File: config.mk
export PLATFORM = sky130hd
export DESIGN_NAME = dequeue_scheduler
export DESIGN_NICKNAME = d
export VERILOG_FILES = /design/src/rtl/dequeue_scheduler.sv
export SDC_FILE = /design/constraint.sdc
export NUM_CORES = 1
export LEC_CHECK = 0
export ABC_AREA = 1
export CORE_AREA = 5 5 259 261
export CTS_CLUSTER_DIAMETER = 150
export DETAILED_ROUTE_END_ITERATION = 8
export DIE_AREA = 0 0 264 266
export SYNTH_ARGS = -nofsm -noshare
export SYNTH_HDL_FRONTEND = slang
export SYNTH_SLANG_ARGS = --single-unit
File: constraint.sdc
create_clock -name clk -period 12.7 [get_ports clk]
set_clock_uncertainty 0.15 [all_clocks]
set_input_delay 2.54 -clock clk [delete_from_list [all_inputs] [get_ports clk]]
set_output_delay 2.54 -clock clk [all_outputs]
set_load 0.05 [all_outputs]
File: src/rtl/dequeue_scheduler.sv
// Dequeue scheduler: round-robin grant across per-port PIFO heads, then
// streams the granted packet chunk by chunk from the packet buffer.
module dequeue_scheduler #(
    parameter int DATA_WIDTH        = 256,
    parameter int KEEP_WIDTH        = 32,
    parameter int OUTPUT_PORT_COUNT = 5,
    parameter int ADDR_WIDTH        = 11
) (
    input  logic                                      clk,
    input  logic                                      rstn,
    input  logic [OUTPUT_PORT_COUNT-1:0]              s_axis_pifo_valid_bit_array,
    input  logic [OUTPUT_PORT_COUNT*ADDR_WIDTH-1:0]   s_axis_pifo_addr,
    output logic [OUTPUT_PORT_COUNT-1:0]              m_axis_ctl_pifo_deq,
    output logic                                      m_axis_buf_rd_en,
    output logic [2:0]                                m_axis_buf_rd_port,
    output logic [ADDR_WIDTH-1:0]                     m_axis_buf_rd_addr,
    input  logic [DATA_WIDTH+KEEP_WIDTH:0]            s_axis_buf_rd_data,
    output logic [DATA_WIDTH-1:0]                     m_axis_tdata,
    output logic [KEEP_WIDTH-1:0]                     m_axis_tkeep,
    output logic                                      m_axis_tlast,
    output logic [OUTPUT_PORT_COUNT-1:0]              m_axis_tuser,
    output logic                                      m_axis_tvalid,
    input  logic                                      m_axis_tready
);

    localparam int N  = OUTPUT_PORT_COUNT;
    localparam int IW = (N > 1) ? $clog2(N) : 1;

    localparam logic [1:0] S_IDLE = 2'd0;
    localparam logic [1:0] S_READ = 2'd1;
    localparam logic [1:0] S_WAIT = 2'd2;
    localparam logic [1:0] S_SEND = 2'd3;

    logic [1:0]            state_q, state_d;
    logic [IW-1:0]         grant_q, grant_d;
    logic [IW-1:0]         last_q, last_d;
    logic [ADDR_WIDTH-1:0] cur_addr_q, cur_addr_d;
    logic                  first_q, first_d;
    logic [DATA_WIDTH-1:0] tdata_q, tdata_d;
    logic [KEEP_WIDTH-1:0] tkeep_q, tkeep_d;
    logic                  tlast_q, tlast_d;

    logic [ADDR_WIDTH-1:0] head_addr [N];
    logic                  rr_hit;
    logic [IW-1:0]         rr_idx;
    logic [IW-1:0]         cand;
    logic [N-1:0]          grant_oh;
    int                    j;

    always_comb begin
        for (int i = 0; i < N; i++) begin
            head_addr[i] = s_axis_pifo_addr[i*ADDR_WIDTH +: ADDR_WIDTH];
        end
    end

    // Search starts one past the last grant so every port gets a turn.
    always_comb begin
        rr_hit = 1'b0;
        rr_idx = '0;
        cand   = '0;
        j      = 0;
        for (int k = 1; k <= N; k++) begin
            j    = (int'(last_q) + k) % N;
            cand = IW'(j);
            if (!rr_hit && s_axis_pifo_valid_bit_array[cand]) begin
                rr_hit = 1'b1;
                rr_idx = cand;
            end
        end
    end

    always_comb begin
        for (int i = 0; i < N; i++) begin
            grant_oh[i] = (grant_q == IW'(i));
        end
    end

    always_comb begin
        state_d    = state_q;
        grant_d    = grant_q;
        last_d     = last_q;
        cur_addr_d = cur_addr_q;
        first_d    = first_q;
        tdata_d    = tdata_q;
        tkeep_d    = tkeep_q;
        tlast_d    = tlast_q;
        unique case (state_q)
            S_IDLE: begin
                if (rr_hit) begin
                    grant_d    = rr_idx;
                    last_d     = rr_idx;
                    cur_addr_d = head_addr[rr_idx];
                    first_d    = 1'b1;
                    state_d    = S_READ;
                end
            end
            S_READ: begin
                first_d = 1'b0;
                state_d = S_WAIT;
            end
            S_WAIT: begin
                {tdata_d, tkeep_d, tlast_d} = s_axis_buf_rd_data;
                state_d = S_SEND;
            end
            S_SEND: begin
                if (m_axis_tready) begin
                    if (tlast_q) begin
                        state_d = S_IDLE;
                    end else begin
                        cur_addr_d = cur_addr_q + 1'b1;
                        state_d    = S_READ;
                    end
                end
            end
            default: state_d = S_IDLE;
        endcase
    end

    always_ff @(posedge clk or negedge rstn) begin
        if (!rstn) begin
            state_q    <= S_IDLE;
            grant_q    <= '0;
            last_q     <= IW'(N - 1);
            cur_addr_q <= '0;
            first_q    <= 1'b0;
            tdata_q    <= '0;
            tkeep_q    <= '0;
            tlast_q    <= 1'b0;
        end else begin
            state_q    <= state_d;
            grant_q    <= grant_d;
            last_q     <= last_d;
            cur_addr_q <= cur_addr_d;
            first_q    <= first_d;
            tdata_q    <= tdata_d;
            tkeep_q    <= tkeep_d;
            tlast_q    <= tlast_d;
        end
    end

    // Outputs decode from registered state, so reset clears them at once.
    always_comb begin
        m_axis_buf_rd_en    = (state_q == S_READ);
        m_axis_ctl_pifo_deq = (m_axis_buf_rd_en && first_q) ? grant_oh : '0;
        m_axis_buf_rd_port  = m_axis_buf_rd_en ? 3'(grant_q) : 3'd0;
        m_axis_buf_rd_addr  = m_axis_buf_rd_en ? cur_addr_q : '0;
        m_axis_tuser        = (state_q != S_IDLE) ? grant_oh : '0;
        m_axis_tvalid       = (state_q == S_SEND);
        m_axis_tdata        = tdata_q;
        m_axis_tkeep        = tkeep_q;
        m_axis_tlast        = tlast_q;
    end

endmodule

==> metrics.md <==
| Metric | Value |
|---|---|
| R2r setup slk | 7.79 ns |
| Yosys warns | 0 |
| Final ANT Viol Nets | 0 |
| Core region area | 64,200 um^2 |
| Routed vias/inst | 4.23 |
| Post-Place Cells | 2,701 |
| Final WL | 54,800 um |
| Synth Area in Compound Gates | 0.0222 |
| I/O Buffers | around 670 |
| Chip width | around 260 um |
| Clk buf depth | 3 |
| Yosys cell types | 37 |
| Setup CP Type | reg2out |
| RD Place Congestion | 0.945 |
| Simple-Gate Fraction of Synth Area | 0.124 |
| Fin Setup TNS | 0 ns |
| Status | completed |
| Hold Path Class | reg2reg |
| DRC Markers | 0 |
| HPWL after detailed placement | 42,800 um |
| Area of the multi-input gates | around 5800 um^2 |
| Max-slew headroom | 0.328 |
| Max cap viols | 0 |
| Critical Path RT | 10.01 ns |
| Clock tree root buffer cell | clkbuf_16 |
| CP Buf/Inv Count | 2 |
| Syn_area_per_cell | 11.5 um^2 |
| Layout cells sized above 1 | 0.210 |
| Commonest non-fill, non-tap cell in the layout | clkdlybuf4s50_1 |
| H-tree levels | 2 |
| Number of buffers created by CTS | 38 |
| Crit path launch type | register |
| Storage cell area | slightly below 8000 um^2 |
| First-pass GRT wire length | roughly 80,000 um |
| Slowest-stage cell, CP | clkdlybuf4s50_1 |
| Chip height | 266 um |
| Global route overflow | 0 |
| Synth Area in XOR/XNOR | 0.00685 |
| Layout Nets | 2,268 |
| All-Layer GR Usage | 0.148 |
| Unrepaired setup endpoints after global routing | false |
| Largest delay share family, worst path | buffers and inverters |
| Period utilization | 0.459 |
| Worst Tran Pin Value | 1.01 ns |
| Hold buffers post-CTS | 0 |
| Most frequent cells in the layout | clkdlybuf4s50_1, dfrtp_1, mux2_2 |
| Worst-path maximum fanout | 17 |
| Initial antenna violation count | 4 |
| Starting Density | 0.219 |
| Worst Setup End Kind | output port |
| Adder-Cell Fraction of Synth Area | 0.0267 |
| Final Instance Count excl. Fillers | about 2,800 |
| DR iter-0 viols | 624 |
| # Post-CTS Setup Buffers | 0 |
| Cells after Synth | between 1,000 and 1,500 |
| Die area | 70,200 um^2 |
| Syn-to-layout area delta | 62.8% |
| Largest net degree at the start of global routing | 101 |
| Clock slew at reported path FFs | 0.06 ns |
| Worst-path cell chain | inv_1 -> ha_1 -> nand2_1 -> nor3_1 -> clkdlybuf4s50_1 |
| IO Pins | ~670 |
| Wire per inst | 19.8 um |
| Number of fillers in the final layout | about 6,400 |
| CTS tree | built |
| Mux contribution to synthesized area | 0.230 |
| Hold Vio Cnt, Final | 0 |
| Clock Latency Late Sink | 0.53 ns |
| Slowest Stage Delay on Critical Path | between 0.8 and 0.9 ns |
| # clock sinks | 307 |
| # rows | 93 |
| Synth Register Bits | 307 |
| Vias in the first global route | 12,677 |
| Drt first pass iters | 5 |
| Max-slew violations | 0 |
| Synthesized area | approximately 14,000 um^2 |
| # setup viols final | 0 |
| Min cycle time layout | 5.83 ns |
| Syn nets | 1,606 |
| Number of gates resized after CTS | 0 |
| Largest family of logic cells by synthesized area | multiplexers |
| F_max | 172 MHz |
| Seq/Total Area, Yosys | 0.546 |
| Worst EP arrival | between 3 and 4 ns |
| Vias | 11,718 |
-- cells in the mapped netlist, drive strengths merged --
cell	instances	share of area
ha	30	0.027
a21oi	25	0.010
buf	11	0.0060
clkinv	3	0.00080
inv	98	0.026
or2	5	0.0022
nand4	11	0.0053
nor3b	1	0.00053
mux2	288	0.23
nor2	17	0.0047
xnor2	4	0.0025
nor3	14	0.0050
o21bai	1	0.00053
nand3b	2	0.0011
clkbuf	41	0.011
nand2	237	0.067
xor2	7	0.0044
o211ai	1	0.00089
dfrtp	306	0.54
o21ai	25	0.010
dfstp	1	0.0019
nand3	94	0.038
o22ai	2	0.00089
-- routing by layer --
metal / wire (um) / up-vias / track usage
met3: 4660 / 71 / 0.0532
met5: 7 / - / 0
li1: - / 5415 / -
met2: 28900 / 491 / 0.274
met1: 19900 / 5739 / 0.160
met4: 1280 / 2 / 0.0390
-- registers in the layout, indices dropped and copies added, names as in the netlist --
signal / count
first_q: 1
m_axis_tdata: 256
m_axis_tkeep: 32
m_axis_tlast: 1
cur_addr_q: 11
last_q: 1
grant_q: 3
state_q: 2
-- path summary, 6_finish.rpt --
path	start	end	cells past startpoint
worst min-delay path	m_axis_tdata[119]$_DFFE_PN0N_	m_axis_tdata[119]$_DFFE_PN0N_	1
worst min register to register	m_axis_tdata[119]$_DFFE_PN0N_	m_axis_tdata[119]$_DFFE_PN0N_	1
worst max-delay path	state_q[1]$_DFFE_PN0P_	m_axis_ctl_pifo_deq[0]	5
max in group asynchronous	rstn	m_axis_tdata[177]$_DFFE_PN0N_	3
min in group asynchronous	rstn	m_axis_tkeep[4]$_DFFE_PN0N_	1
worst max register to register	grant_q[1]$_DFFE_PN0P_	cur_addr_q[5]$_DFFE_PN0P_	28
-- layout make-up --
class | instances | share of cell area
multi-input combinational | 764 | 0.253
timing repair buffer | 674 | 0.294
clock inverter | 9 | 0.00573
antenna | 2 | 0.000218
inverter | 101 | 0.0165
sequential | 307 | 0.335
tap | 855 | 0.0467
clock buffer | 55 | 0.0491
-- worst register-to-register path, delay by kind of cell, from the launching register on --
| family | cells | cell delay, ns |
|---|---|---|
| XOR/XNOR | 1 | 0.25 |
| adder cells (fa/ha/maj) | 3 | 0.99 |
| buffers and inverters | 5 | 0.67 |
| AND/OR/NAND/NOR | 19 | 2.14 |
| flip-flops | 1 | 0.60 |
-- cells by family after synthesis --
logic type / count (synthesis)
AND/OR/NAND/NOR: 381
flip-flops: 307
multiplexers: 288
buffers and inverters: 153
AO/OA/AOI/OAI: 54
adder cells (fa/ha/maj): 30
XOR/XNOR: 11
-- stage by stage --
step                 util  setup slack (ns)  hold slack [ns]  area, um^2
floorplan               -              7.61            0.317       14100
global placement    0.337              7.54            0.339       21600
detailed placement  0.337              7.40            0.344       21600
CTS                 0.357              6.78            0.357       22900
global route        0.357              6.58            0.366       22900
finish              0.357              6.87            0.351       22900
Power is not shown: default switching activity piles up to over one toggle a cycle in this logic, so the estimate is an artifact.
